--- src/rtl/rb_port_arbiter_if.sv ---
// Requester-side and register-bank-side signals of the register-bank port arbiter.
// master = arbiter view, slave = requesters plus bank view.
interface rb_port_arbiter_if #(
  parameter int NREQ = 4,
  parameter int AW   = 4,
  parameter int DW   = 32
);
  logic [NREQ-1:0]    req_i;
  logic [NREQ-1:0]    rw_i;
  logic [NREQ*AW-1:0] addr_i;
  logic [NREQ*DW-1:0] wdata_i;
  logic [NREQ-1:0]    gnt_o;
  logic [NREQ-1:0]    done_o;
  logic               err_o;
  logic [DW-1:0]      rdata_o;

  logic               rb_trig_o;
  logic               rb_rw_o;
  logic [AW-1:0]      rb_addr_o;
  logic [DW-1:0]      rb_wdata_o;
  logic               rb_ack_i;
  logic [DW-1:0]      rb_rdata_i;
  logic               sem_o;

  modport master (
    input  req_i, rw_i, addr_i, wdata_i, rb_ack_i, rb_rdata_i,
    output gnt_o, done_o, err_o, rdata_o,
    output rb_trig_o, rb_rw_o, rb_addr_o, rb_wdata_o, sem_o
  );

  modport slave (
    output req_i, rw_i, addr_i, wdata_i, rb_ack_i, rb_rdata_i,
    input  gnt_o, done_o, err_o, rdata_o,
    input  rb_trig_o, rb_rw_o, rb_addr_o, rb_wdata_o, sem_o
  );
endinterface

--- src/rtl/rb_port_arbiter.sv ---
// Round-robin arbiter sharing one register-bank port via a toggle trigger/ack handshake.
// Optional macro RB_WRITE_PRIORITY_EN: pending writes win arbitration over reads.
module rb_port_arbiter #(
  parameter int NREQ    = 4,
  parameter int AW      = 4,
  parameter int DW      = 32,
  parameter int TIMEOUT = 16
) (
  input  logic                 clk,
  input  logic                 rst_n,
  rb_port_arbiter_if.master    bus
);

  localparam int RRW = (NREQ > 1) ? $clog2(NREQ) : 1;
  localparam int CW  = (TIMEOUT > 2) ? $clog2(TIMEOUT) : 1;

  typedef enum logic [1:0] {
    ST_IDLE  = 2'd0,
    ST_ISSUE = 2'd1,
    ST_WAIT  = 2'd2
  } state_t;

  state_t          state_q, state_d;
  logic [RRW-1:0]  rr_q, rr_d;
  logic [RRW-1:0]  win_q, win_d;
  logic            ack_prev_q, ack_prev_d;
  logic [CW-1:0]   cnt_q, cnt_d;
  logic [NREQ-1:0] gnt_q, gnt_d;
  logic [NREQ-1:0] done_q, done_d;
  logic            err_q, err_d;
  logic [DW-1:0]   rdata_q, rdata_d;
  logic            trig_q, trig_d;
  logic            rw_q, rw_d;
  logic [AW-1:0]   addr_q, addr_d;
  logic [DW-1:0]   wdata_q, wdata_d;
  logic            sem_q, sem_d;

  logic [AW-1:0]   addr_sl  [NREQ];
  logic [DW-1:0]   wdata_sl [NREQ];
  logic [NREQ-1:0] cand_mask;
  logic            win_found;
  logic [RRW-1:0]  win_idx;
  logic [RRW-1:0]  next_rr;
  logic            ack_edge;
  logic            finish;

  generate
    for (genvar gi = 0; gi < NREQ; gi++) begin : g_slice
      assign addr_sl[gi]  = bus.addr_i[gi*AW +: AW];
      assign wdata_sl[gi] = bus.wdata_i[gi*DW +: DW];
    end
  endgenerate

`ifdef RB_WRITE_PRIORITY_EN
  // Writers only when any writer is pending; rr pointer is shared with reads.
  assign cand_mask = (|(bus.req_i & bus.rw_i)) ? (bus.req_i & bus.rw_i) : bus.req_i;
`else
  assign cand_mask = bus.req_i;
`endif

  // First candidate searching upward from rr_q, wrapping at NREQ-1.
  always_comb begin
    win_found = 1'b0;
    win_idx   = '0;
    for (int i = 0; i < NREQ; i++) begin
      logic [RRW:0] cand;
      cand = {1'b0, rr_q} + (RRW+1)'(i);
      if (cand >= (RRW+1)'(NREQ)) cand = cand - (RRW+1)'(NREQ);
      if (!win_found && cand_mask[cand[RRW-1:0]]) begin
        win_found = 1'b1;
        win_idx   = cand[RRW-1:0];
      end
    end
  end

  always_comb begin
    logic [RRW:0] inc;
    inc     = {1'b0, win_q} + (RRW+1)'(1);
    next_rr = (inc >= (RRW+1)'(NREQ)) ? '0 : inc[RRW-1:0];
  end

  assign ack_edge = (bus.rb_ack_i != ack_prev_q);

  always_comb begin
    state_d    = state_q;
    rr_d       = rr_q;
    win_d      = win_q;
    ack_prev_d = ack_prev_q;
    cnt_d      = cnt_q;
    gnt_d      = gnt_q;
    done_d     = '0;
    err_d      = 1'b0;
    rdata_d    = rdata_q;
    trig_d     = trig_q;
    rw_d       = rw_q;
    addr_d     = addr_q;
    wdata_d    = wdata_q;
    sem_d      = sem_q;
    finish     = 1'b0;

    case (state_q)
      ST_IDLE: begin
        if (win_found) begin
          gnt_d          = '0;
          gnt_d[win_idx] = 1'b1;
          win_d          = win_idx;
          rw_d           = bus.rw_i[win_idx];
          addr_d         = addr_sl[win_idx];
          wdata_d        = wdata_sl[win_idx];
          state_d        = ST_ISSUE;
        end
      end
      ST_ISSUE: begin
        trig_d  = ~trig_q;
        sem_d   = 1'b1;
        cnt_d   = '0;
        state_d = ST_WAIT;
      end
      ST_WAIT: begin
        // An ack arriving on the timeout edge still completes normally.
        if (ack_edge) begin
          ack_prev_d = bus.rb_ack_i;
          if (!rw_q) rdata_d = bus.rb_rdata_i;
          finish = 1'b1;
        end else if (cnt_q == CW'(TIMEOUT - 1)) begin
          err_d  = 1'b1;
          finish = 1'b1;
        end else begin
          cnt_d = cnt_q + CW'(1);
        end
        if (finish) begin
          done_d        = '0;
          done_d[win_q] = 1'b1;
          gnt_d         = '0;
          sem_d         = 1'b0;
          rr_d          = next_rr;
          state_d       = ST_IDLE;
        end
      end
      default: state_d = ST_IDLE;
    endcase
  end

  always_ff @(posedge clk or negedge rst_n) begin
    if (!rst_n) begin
      state_q    <= ST_IDLE;
      rr_q       <= '0;
      win_q      <= '0;
      ack_prev_q <= 1'b0;
      cnt_q      <= '0;
      gnt_q      <= '0;
      done_q     <= '0;
      err_q      <= 1'b0;
      rdata_q    <= '0;
      trig_q     <= 1'b0;
      rw_q       <= 1'b0;
      addr_q     <= '0;
      wdata_q    <= '0;
      sem_q      <= 1'b0;
    end else begin
      state_q    <= state_d;
      rr_q       <= rr_d;
      win_q      <= win_d;
      ack_prev_q <= ack_prev_d;
      cnt_q      <= cnt_d;
      gnt_q      <= gnt_d;
      done_q     <= done_d;
      err_q      <= err_d;
      rdata_q    <= rdata_d;
      trig_q     <= trig_d;
      rw_q       <= rw_d;
      addr_q     <= addr_d;
      wdata_q    <= wdata_d;
      sem_q      <= sem_d;
    end
  end

  assign bus.gnt_o      = gnt_q;
  assign bus.done_o     = done_q;
  assign bus.err_o      = err_q;
  assign bus.rdata_o    = rdata_q;
  assign bus.rb_trig_o  = trig_q;
  assign bus.rb_rw_o    = rw_q;
  assign bus.rb_addr_o  = addr_q;
  assign bus.rb_wdata_o = wdata_q;
  assign bus.sem_o      = sem_q;

endmodule

--- src/flat_wrapper.sv ---
// flat-port wrapper written by rule: the top's interface ports become plain ports
module rb_port_arbiter_flat 
#(
  parameter int NREQ    = 4,
  parameter int AW      = 4,
  parameter int DW      = 32,
  parameter int TIMEOUT = 16
)
  (clk, rst_n, bus_req_i, bus_rw_i, bus_addr_i, bus_wdata_i, bus_rb_ack_i, bus_rb_rdata_i, bus_gnt_o, bus_done_o, bus_err_o, bus_rdata_o, bus_rb_trig_o, bus_rb_rw_o, bus_rb_addr_o, bus_rb_wdata_o, bus_sem_o);
  rb_port_arbiter_if #(.NREQ(NREQ), .AW(AW), .DW(DW)) bus_i ();
  input  logic clk;
  input  logic rst_n;
  input wire logic [$bits(bus_i.req_i)-1:0] bus_req_i;
  input wire logic [$bits(bus_i.rw_i)-1:0] bus_rw_i;
  input wire logic [$bits(bus_i.addr_i)-1:0] bus_addr_i;
  input wire logic [$bits(bus_i.wdata_i)-1:0] bus_wdata_i;
  input wire logic [$bits(bus_i.rb_ack_i)-1:0] bus_rb_ack_i;
  input wire logic [$bits(bus_i.rb_rdata_i)-1:0] bus_rb_rdata_i;
  output wire logic [$bits(bus_i.gnt_o)-1:0] bus_gnt_o;
  output wire logic [$bits(bus_i.done_o)-1:0] bus_done_o;
  output wire logic [$bits(bus_i.err_o)-1:0] bus_err_o;
  output wire logic [$bits(bus_i.rdata_o)-1:0] bus_rdata_o;
  output wire logic [$bits(bus_i.rb_trig_o)-1:0] bus_rb_trig_o;
  output wire logic [$bits(bus_i.rb_rw_o)-1:0] bus_rb_rw_o;
  output wire logic [$bits(bus_i.rb_addr_o)-1:0] bus_rb_addr_o;
  output wire logic [$bits(bus_i.rb_wdata_o)-1:0] bus_rb_wdata_o;
  output wire logic [$bits(bus_i.sem_o)-1:0] bus_sem_o;
  assign bus_i.req_i = bus_req_i;
  assign bus_i.rw_i = bus_rw_i;
  assign bus_i.addr_i = bus_addr_i;
  assign bus_i.wdata_i = bus_wdata_i;
  assign bus_i.rb_ack_i = bus_rb_ack_i;
  assign bus_i.rb_rdata_i = bus_rb_rdata_i;
  assign bus_gnt_o = bus_i.gnt_o;
  assign bus_done_o = bus_i.done_o;
  assign bus_err_o = bus_i.err_o;
  assign bus_rdata_o = bus_i.rdata_o;
  assign bus_rb_trig_o = bus_i.rb_trig_o;
  assign bus_rb_rw_o = bus_i.rb_rw_o;
  assign bus_rb_addr_o = bus_i.rb_addr_o;
  assign bus_rb_wdata_o = bus_i.rb_wdata_o;
  assign bus_sem_o = bus_i.sem_o;
  rb_port_arbiter #(.NREQ(NREQ), .AW(AW), .DW(DW), .TIMEOUT(TIMEOUT)) u_core (.clk(clk), .rst_n(rst_n), .bus(bus_i));
endmodule
--- config.mk ---
export PLATFORM = sky130hd
export DESIGN_NAME = rb_port_arbiter_flat
export DESIGN_NICKNAME = d
export VERILOG_FILES = /design/src/rtl/rb_port_arbiter_if.sv /design/src/rtl/rb_port_arbiter.sv /design/src/flat_wrapper.sv
export SDC_FILE = /design/constraint.sdc
export NUM_CORES = 1
export LEC_CHECK = 0
export ABC_AREA = 1
export CAP_MARGIN = 20
export CORE_MARGIN = 2
export CORE_UTILIZATION = 43
export CTS_BUF_LIST = sky130_fd_sc_hd__clkbuf_8
export CTS_CLUSTER_DIAMETER = 200
export CTS_CLUSTER_SIZE = 20
export DETAILED_ROUTE_END_ITERATION = 16
export PLACE_DENSITY = 0.95
export SYNTH_ARGS = -nofsm -noshare
export SYNTH_HDL_FRONTEND = slang
export SYNTH_SLANG_ARGS = --single-unit
--- constraint.sdc ---
create_clock -name clk -period 3.2 [get_ports clk]
set_input_delay 0.32 -clock clk [delete_from_list [all_inputs] [get_ports clk]]
set_output_delay 0.32 -clock clk [all_outputs]
set_load 0.05 [all_outputs]
**Yosys cells after proc, flatten, opt, wreduce, memory -nomap -nowiden**

Cells that the tools add are included.

- Reductions and logical operators: 19
- Bitwise operators: 3
- Equal/unequal tests: 8
- Order comparisons: 14
- Add/subtract/negate cells: 9
- Multiplexer cells: 51

Operator list:

| cell | number |
|---|---|
| $bmux W32 S2 | 1 |
| $mux W32 | 2 |
| $mux W4 | 8 |
| $mux W2 | 11 |
| $lt A2 B3 Y1 const B | 6 |
| $mux W1 | 17 |
| $pmux W4 S2 | 2 |
| $ge A3 B3 Y1 const B | 5 |
| $bmux W1 S2 | 5 |
| $reduce_and A2 Y1 | 5 |
| $reduce_and A3 Y1 | 3 |
| $bmux W4 S2 | 1 |
| $sub A2 B1 Y2 const B | 4 |
| $add A2 B1 Y3 const B | 2 |
| $add A2 B2 Y3 const B | 2 |
| $pmux W2 S3 | 1 |
| $logic_and A1 B1 Y1 | 5 |
| $add A4 B1 Y4 const B | 1 |
| $demux W1 S2 | 2 |
| $eq A4 B4 Y1 const B | 1 |
| $ge A2 B1 Y1 const B | 2 |
| $ne A2 B1 Y1 const B | 2 |
| $ne A2 B2 Y1 const B | 2 |
| $reduce_bool A2 Y1 | 2 |
| 9 further kinds | 12 |

- Bits of input ports: 187
- Flip-flop bits (word level): 91
- Output and inout bits: 80
- Logic and storage cells: 118

**Logic depth before layout (Yosys ltp)**

Gate-level depths: netlist of run 1.

- Depth after elaboration: 20
- Mapped depth: 17
- Depth with buffers taken out: 15

**Least setup slack after synthesis of run 1**

OpenSTA, ideal clock, no wires.

- Path type: register to register
- From: register u_core.state_q[0]
- To: register u_core.rdata_q[0] (netlist: u_core.bus.rdata_o[0])
- Buffers on the path: 1
- Data arrival time: 1.683 ns
- Setup slack: 1.392 ns
- Period minus slack after synthesis: 1.808 ns
- Cell stages (with the launch flop): 8
- Required time: 3.075 ns
- Path through: dfrtp_1 -> inv_1 -> ha_1 -> clkinv_1 -> nor2_1 -> nand2_1 -> buf_1 -> mux2_2

- Cells in the longest elaborated chain, start to end: 2

RTL lines:

| element | RTL line | RTL |
|---|---|---|
| start: declaration | rb_port_arbiter.sv:23 | `state_t state_q, state_d;` |
| start signal: assignment | rb_port_arbiter.sv:161 | `state_q <= state_d;` |
| $eq A2 B2 Y1 | rb_port_arbiter.sv:101 | `case (state_q)` |
| $reduce_and A3 Y1 (no source line) | - |  |
| end signal: assignment | rb_port_arbiter.sv:169 | `rdata_q <= rdata_d;` |
| end: declaration | rb_port_arbiter.sv:31 | `logic [DW-1:0] rdata_q, rdata_d;` |

Every way passes these cells.
A chain may end at the register's enable or synchronous reset.

**Worst setup path after layout of run 1**

- From: register u_core.rr_q[0]
- To: register u_core.wdata_q[5] (netlist: u_core.bus.rb_wdata_o[5])

- Cells in the longest elaborated chain, start to end: 18

RTL lines:

| element | RTL line | RTL |
|---|---|---|
| start: declaration | rb_port_arbiter.sv:24 | `logic [RRW-1:0] rr_q, rr_d;` |
| start signal: assignment | rb_port_arbiter.sv:162 | `rr_q <= rr_d;` |
| parallel branches: the longest is 18 deep, another holds $add A2 B1 Y3 | - |  |
| end signal: assignment | rb_port_arbiter.sv:173 | `wdata_q <= wdata_d;` |
| end: declaration | rb_port_arbiter.sv:35 | `logic [DW-1:0] wdata_q, wdata_d;` |

Several ways; the timed one is not identified. The select of a mux whose other input is x is not followed.

==> impl_metrics.env, run 1 <==
export IMPL_cp_required_ns=3.51
export IMPL_grt_max_degree=75
export IMPL_clk_pin_slew_worst_paths_ns=0.11
export IMPL_seq_power_share_pct=18.8
export IMPL_wl_um=17400
export IMPL_antenna_found_initial=0
export IMPL_final_common_cell="nand2_1"
export IMPL_synth_area_per_cell_sq_um=7.10
export IMPL_hold_start="u_core.bus.rb_trig_o$_DFFE_PN0P_"
export IMPL_area_growth_pct=55.2
export IMPL_p_switching_mw=6.00
export IMPL_ys_seq_elements=91
export IMPL_dieArea_sq_mm=0.0134
export IMPL_tightest_slew_ns=0.776
export IMPL_synth_compound_area_share_pct=2.09
export IMPL_cts_root_buf="clkbuf_8"
export IMPL_busiest_layer="met2"
export IMPL_finalCritPeriodShare_pct=85.1
export IMPL_timing_rr_end="u_core.bus.rb_wdata_o[5]$_DFFE_PN0P_"
export IMPL_routedWlPerCell_um=14.8
export IMPL_via_per_inst=4.98
export IMPL_first_iter_violations=357
export IMPL_critPathMostFrequentCell="nand2_1"
export IMPL_syn_num_nets=954
export IMPL_critical_path_peak_fanout=22
export IMPL_pwr_share_comb_pct=73.3
export IMPL_muxShareOfSynthArea_pct=6.69
export IMPL_vias=5868
export IMPL_finalSetupViolCount=0
export IMPL_initial_core_util_pct=44.5
export IMPL_design_area_sq_mm=0.00836
export IMPL_worstPathCellList="inv_2 > nand2_1 > nand2_2 > nand2_1 > nand2_1 > nor2_2 > nand3_2 > o21ai_4 > buf_4 > nand2_1 > nand2_1 > nand2_1 > nand2_1"
export IMPL_cts_resized=0
export IMPL_grt_usage_pct=25.8
export IMPL_clkLatencyLatePin_ns=0.36
export IMPL_max_freq_mhz=367
export IMPL_final_antenna_net_count=0
export IMPL_p_per_area_mw_per_mm2=1280
export IMPL_syn_inst=759
export IMPL_fp_dieW_um=116
export IMPL_grt_use_met3_pct=6.54
export IMPL_status="finished clean"
export IMPL_clock_path_buffers=2
export IMPL_rsz0062_at_grt="no"
export IMPL_worst_setup_path_type="flip-flop to flip-flop"
export IMPL_io_pins=267
export IMPL_netlist_cell_type_count=26
export IMPL_drtPass1Iterations=5
export IMPL_layout_common_cells="nand2_1 (421), clkdlybuf4s50_1 (265), dfrtp_1 (91)"
export IMPL_drv_cap=0
export IMPL_critPathLaunchType="flip-flop"
export IMPL_r2r_cells=13
export IMPL_hold_end="u_core.bus.rb_trig_o$_DFFE_PN0P_"
export IMPL_leakagePower_nw=4.17
export IMPL_portBuffers=266
export IMPL_max_stage_delay_ns=0.61
export IMPL_num_antenna_cells=0
export IMPL_clkPwrFrac_pct=7.8
export IMPL_ys_warn_count=0
export IMPL_synth_xor_area_share_pct=0.325
export IMPL_numCtsBuffers=9
export IMPL_hp_class="flip-flop to flip-flop"
export IMPL_synth_simple_area_share_pct=40.1
export IMPL_hpwl_um=13100
export IMPL_worstReg2RegStart="u_core.rr_q[0]$_DFFE_PN0P_"
export IMPL_switching_share_pct=56.3
export IMPL_cts_sinks=91
export IMPL_synth_top_family_by_area="simple AND/OR/NAND/NOR gates"
export IMPL_drc=0
export IMPL_grt_pass1_vias=5660
export IMPL_grt_pass1_wl_um=27200
export IMPL_fp_coreArea_sq_mm=0.0121
export IMPL_min_period_ns=2.72
export IMPL_syn_cell_area_sq_mm=0.00539
export IMPL_r2r_slack_ns=0.48
export IMPL_final_hold_violation_count=0
export IMPL_finalSetupTns_ns=0
export IMPL_drive_gt1_share_pct=7.62
export IMPL_min_path_cells=1
export IMPL_worst_setup_path_end_kind="flip-flop"
export IMPL_grt_util_met2_pct=45.7
export IMPL_p_total_mw=10.7
export IMPL_use_met1_pct=30.7
export IMPL_yosysSeqAreaShare_pct=42.3
export IMPL_cts_tree="yes"
export IMPL_layout_setup_ws_ns=0.476
export IMPL_slowest_stage="dfrtp_1"
export IMPL_relSlewSlack_pct=48.3
export IMPL_synth_adder_area_share_pct=1.86
export IMPL_post_dp_cell_area_sq_mm=0.00813
export IMPL_finClkSkew_ns=0.0167
export IMPL_peakVddDrop_v=0.000946
export IMPL_die_h_um=116
export IMPL_place_congestion=0.890
export IMPL_rows=40
export IMPL_drv_slew=0
export IMPL_nets=1200
export IMPL_cts_max_level=3
export IMPL_arrival_ns=3.03
export IMPL_dp_slack_ns=0.483
export IMPL_p_int_mw=4.66
export IMPL_grt_overflow=0
-- registers in the layout, summed over array words and instances, names as in the netlist, 2 cells and up --
signal,count
u_core.bus.done_o,4
u_core.bus.gnt_o,4
u_core.bus.rb_addr_o,4
u_core.bus.rb_wdata_o,32
u_core.bus.rdata_o,32
u_core.cnt_q,4
u_core.rr_q,2
u_core.state_q,2
u_core.win_q,2
-- metal layers --
| metal | vias up | wire length (um) | share of wire [%] |
|---|---|---|---|
| li1 | 2869 | - | - |
| met1 | 2677 | 6890 | 40 |
| met2 | 289 | 8520 | 49 |
| met3 | 33 | 1630 | 9.4 |
| met4 | 0 | 393 | 2.3 |
| met5 | - | 0 | 0 |
-- cell type report --
type	instances	area (sq um)
Clock inverter	7	92.6
Fill cell	988	3750
Clock buffer	9	124
Sequential cell	91	2280
Timing Repair Buffer	279	2790
Multi-Input combinational cell	599	2780
Inverter	25	93.8
Tap cell	168	210
-- synth_stat cells --
library cell | number | share of area (%)
nor3_2 | 1 | 0.19
clkinv_1 | 1 | 0.070
clkbuf_1 | 8 | 0.56
nand2_2 | 4 | 0.46
inv_2 | 3 | 0.21
nor2_1 | 16 | 1.1
o22ai_1 | 2 | 0.23
nor2_2 | 2 | 0.23
buf_2 | 20 | 1.9
a32o_1 | 1 | 0.19
xor2_1 | 2 | 0.33
buf_1 | 3 | 0.21
nor3_1 | 6 | 0.56
o21ai_1 | 6 | 0.56
nand2_4 | 1 | 0.21
inv_1 | 21 | 1.5
nand3_1 | 81 | 7.5
dfrtp_1 | 91 | 42
buf_6 | 6 | 1.3
ha_1 | 8 | 1.9
a21oi_1 | 4 | 0.37
mux2_2 | 32 | 6.7
buf_4 | 7 | 0.98
nand3_2 | 2 | 0.37
nand2_1 | 423 | 29
o21ai_0 | 8 | 0.74
-- critical path, delay by kind of cell, from the launching register on --
family / cells / cell delay [ns]
AO/OA/AOI/OAI: 1 / 0.54
buffers and inverters: 2 / 0.54
flip-flops: 1 / 0.61
AND/OR/NAND/NOR: 10 / 0.96
-- how the worst max path moves through the flow --
stage	endpoint	slack (ns)	start	cells past startpoint
after floorplan	u_core.bus.rdata_o[0]$_DFFE_PN0P_	1.39	u_core.state_q[0]$_DFFE_PN0P_	7
after global placement	u_core.bus.rb_wdata_o[8]$_DFFE_PN0P_	0.56	bus_req_i[3]	13
after detailed placement	u_core.bus.rb_wdata_o[5]$_DFFE_PN0P_	0.48	bus_req_i[3]	13
after CTS	u_core.bus.rb_wdata_o[5]$_DFFE_PN0P_	0.48	u_core.rr_q[0]$_DFFE_PN0P_	13
after global routing	u_core.bus.rb_wdata_o[31]$_DFFE_PN0P_	0.25	u_core.rr_q[0]$_DFFE_PN0P_	13
final	u_core.bus.rb_wdata_o[5]$_DFFE_PN0P_	0.48	u_core.rr_q[0]$_DFFE_PN0P_	13
-- timing repair --
item	CTS	global route
setup buffers	0	0
hold buffers	1	0
endpoints found under the hold margin	42	0
endpoints found under the setup margin	0	0
-- cells by family (layout without fill, tap and decap cells) --
logic type      Yosys count  in the layout
xor+xnor                  2              2
compound gates           21             21
flops                    91             91
mux                      32             32
fa+ha+maj                 8              8
buf+inv                  69            320
simple gates            536            536
-- metrics by stage --
stage          hold WS [ns]  util, %  cells
6_report              0.472     69.0   1178
5_1_grt               0.499     69.0   1178
4_1_cts               0.477     69.0   1178
3_5_place_dp          0.344     67.1   1161
3_3_place_gp          0.343     67.1   1161
2_1_floorplan        0.0244        -    759
-- power groups by stage --
stage | logic [mW] | clock network (mW) | registers [mW]
after floorplan | 4.17 | 0 | 3.54
after global placement | 7.69 | 0 | 2.00
after detailed placement | 7.83 | 0 | 2.03
after CTS | 7.86 | 0.858 | 2.01
after global routing | 8.62 | 0.906 | 2.07
final | 7.82 | 0.837 | 2.01
Note: power is estimated with default switching activity, not from simulation.
==> run 2: changes to the inputs <==
--- a/config.mk
+++ b/config.mk
@@ -17,3 +17,4 @@
 export SYNTH_ARGS = -nofsm -noshare
 export SYNTH_HDL_FRONTEND = slang
 export SYNTH_SLANG_ARGS = --single-unit
+export TNS_END_PERCENT = 20
==> results of run 2 <==
Same layout as run 1: the final DEF is identical, and so are final timing and power.
==> run 3: changes to the inputs <==
--- a/config.mk
+++ b/config.mk
@@ -9,7 +9,6 @@
 export CAP_MARGIN = 20
 export CORE_MARGIN = 2
 export CORE_UTILIZATION = 43
-export CTS_BUF_LIST = sky130_fd_sc_hd__clkbuf_8
 export CTS_CLUSTER_DIAMETER = 200
 export CTS_CLUSTER_SIZE = 20
 export DETAILED_ROUTE_END_ITERATION = 16
==> run 3 against run 2 <==
Against the previous run: critical endpoint unchanged; sequential share of layout area is 0.33 points lower; sequential power hardly changed; routed wire length is 0.17% higher; core utilization is 0.84 points higher; non-clock buffer count stayed put; combinational power hardly changed; via count is 1.3% lower; maximum frequency is 1.1% higher; die area stayed put; worst hold slack worse by 0.0052 ns; total power is 2.5% higher.
==> impl_metrics.env, run 3 (same netlist as run 1, synthesis figures left out) <==
export IMPL_status="finished clean"
export IMPL_critPathLaunchType="flip-flop"
export IMPL_cts_tree="yes"
export IMPL_cts_sinks=91
export IMPL_area_growth_pct=57.1
export IMPL_critical_path_peak_fanout=22
export IMPL_fp_dieW_um=116
export IMPL_finalCritPeriodShare_pct=84.2
export IMPL_wl_um=17500
export IMPL_r2r_slack_ns=0.51
export IMPL_cts_resized=0
export IMPL_cp_required_ns=3.48
export IMPL_drtPass1Iterations=6
export IMPL_clock_path_buffers=2
export IMPL_cts_max_level=3
export IMPL_vias=5789
export IMPL_max_freq_mhz=371
export IMPL_nets=1200
export IMPL_grt_overflow=0
export IMPL_cts_setup_buffers=0
export IMPL_drv_cap=0
export IMPL_layout_common_cells="nand2_1 (421), clkdlybuf4s50_1 (265), dfrtp_1 (91)"
export IMPL_hpwl_um=13100
export IMPL_timing_hold_ws_ns=0.467
export IMPL_worst_setup_path_type="flip-flop to flip-flop"
export IMPL_rows=40
export IMPL_final_hold_violation_count=0
export IMPL_first_iter_violations=370
export IMPL_die_h_um=116
export IMPL_final_antenna_net_count=0
export IMPL_relSlewSlack_pct=48.8
export IMPL_p_per_area_mw_per_mm2=1290
export IMPL_tightest_slew_ns=0.769
export IMPL_worstReg2RegStart="u_core.rr_q[0]$_DFFE_PN0P_"
export IMPL_dieArea_sq_mm=0.0134
export IMPL_clk_pin_slew_worst_paths_ns=0.08
export IMPL_io_pins=267
export IMPL_final_core_util_pct=69.8
export IMPL_timing_rr_end="u_core.bus.rb_wdata_o[5]$_DFFE_PN0P_"
export IMPL_hold_end="u_core.bus.rb_trig_o$_DFFE_PN0P_"
export IMPL_final_common_cell="nand2_1"
export IMPL_hold_start="u_core.bus.rb_trig_o$_DFFE_PN0P_"
export IMPL_arrival_ns=2.97
export IMPL_worst_setup_path_end_kind="flip-flop"
export IMPL_finClkSkew_ns=0.0109
export IMPL_hold_buffers=1
export IMPL_hp_class="flip-flop to flip-flop"
export IMPL_grt_pass1_wl_um=27300
export IMPL_grt_usage_pct=25.9
export IMPL_initial_core_util_pct=44.5
export IMPL_clkLatencyLatePin_ns=0.33
export IMPL_rsz0062_at_grt="no"
export IMPL_portBuffers=266
export IMPL_drive_gt1_share_pct=7.62
export IMPL_num_antenna_cells=0
export IMPL_peakVddDrop_v=0.000911
export IMPL_finalSetupViolCount=0
export IMPL_min_period_ns=2.69
export IMPL_r2r_cells=13
export IMPL_place_congestion=0.890
export IMPL_grt_pass1_vias=5665
export IMPL_fp_coreArea_sq_mm=0.0121
export IMPL_via_per_inst=4.91
export IMPL_drv_slew=0
export IMPL_routedWlPerCell_um=14.8
export IMPL_leakagePower_nw=4.21
export IMPL_min_path_cells=1
export IMPL_drc=0
export IMPL_antenna_found_initial=0
export IMPL_finalSetupTns_ns=0
export IMPL_numCtsBuffers=9
export IMPL_cts_root_buf="clkbuf_16"
export IMPL_grt_max_degree=75
run 3: through the flow:
step | cells | instance area, sq um | power (mW) | setup WS [ns]
CTS | 1178 | 8460 | 11.0 | 0.492
detailed placement | 1161 | 8130 | 9.86 | 0.483
floorplan | 759 | 5390 | 7.70 | 1.39
finish | 1178 | 8460 | 10.9 | 0.505
global route | 1178 | 8460 | 11.9 | 0.260
global placement | 1161 | 8130 | 9.69 | 0.562
run 3: final cells by class:
type,count,area (sq um)
Timing Repair Buffer,279,2790
Sequential cell,91,2280
Multi-Input combinational cell,599,2780
Inverter,25,93.8
Clock inverter,7,92.6
Tap cell,168,210
Fill cell,973,3650
Clock buffer,9,225
run 3: where the power goes:
part           internal, mW  switching, mW  total, mW
logic                  2.59           5.22       7.81
clock network         0.626          0.484       1.11
registers              1.70          0.317       2.01
run 3: worst max-delay path: stages, from the launching register on:
cell	delay, ns
dfrtp_1	0.59
inv_2	0.16
nand2_1	0.11
nand2_2	0.11
nand2_1	0.08
nand2_1	0.06
nor2_2	0.14
nand3_2	0.15
o21ai_4	0.53
buf_4	0.37
nand2_1	0.10
nand2_1	0.09
nand2_1	0.05
nand2_1	0.07
run 3: worst max path at each step:
stage / start / to / slack [ns] / cells past startpoint
floorplan: u_core.state_q[0]$_DFFE_PN0P_ / u_core.bus.rdata_o[0]$_DFFE_PN0P_ / 1.39 / 7
global placement: bus_req_i[3] / u_core.bus.rb_wdata_o[8]$_DFFE_PN0P_ / 0.56 / 13
detailed placement: bus_req_i[3] / u_core.bus.rb_wdata_o[5]$_DFFE_PN0P_ / 0.48 / 13
CTS: u_core.rr_q[0]$_DFFE_PN0P_ / u_core.bus.rb_wdata_o[5]$_DFFE_PN0P_ / 0.49 / 13
global route: u_core.rr_q[0]$_DFFE_PN0P_ / u_core.bus.rb_wdata_o[31]$_DFFE_PN0P_ / 0.26 / 13
finish: u_core.rr_q[0]$_DFFE_PN0P_ / u_core.bus.rb_wdata_o[5]$_DFFE_PN0P_ / 0.51 / 13
run 3: layer usage:
layer,vias to the layer above,global-route usage [%],part of all wire [%]
met5,-,0,0
met4,0,8.10,1.9
met3,24,6.80,9.5
met2,273,46.2,49
met1,2621,30.5,39
li1,2871,-,-
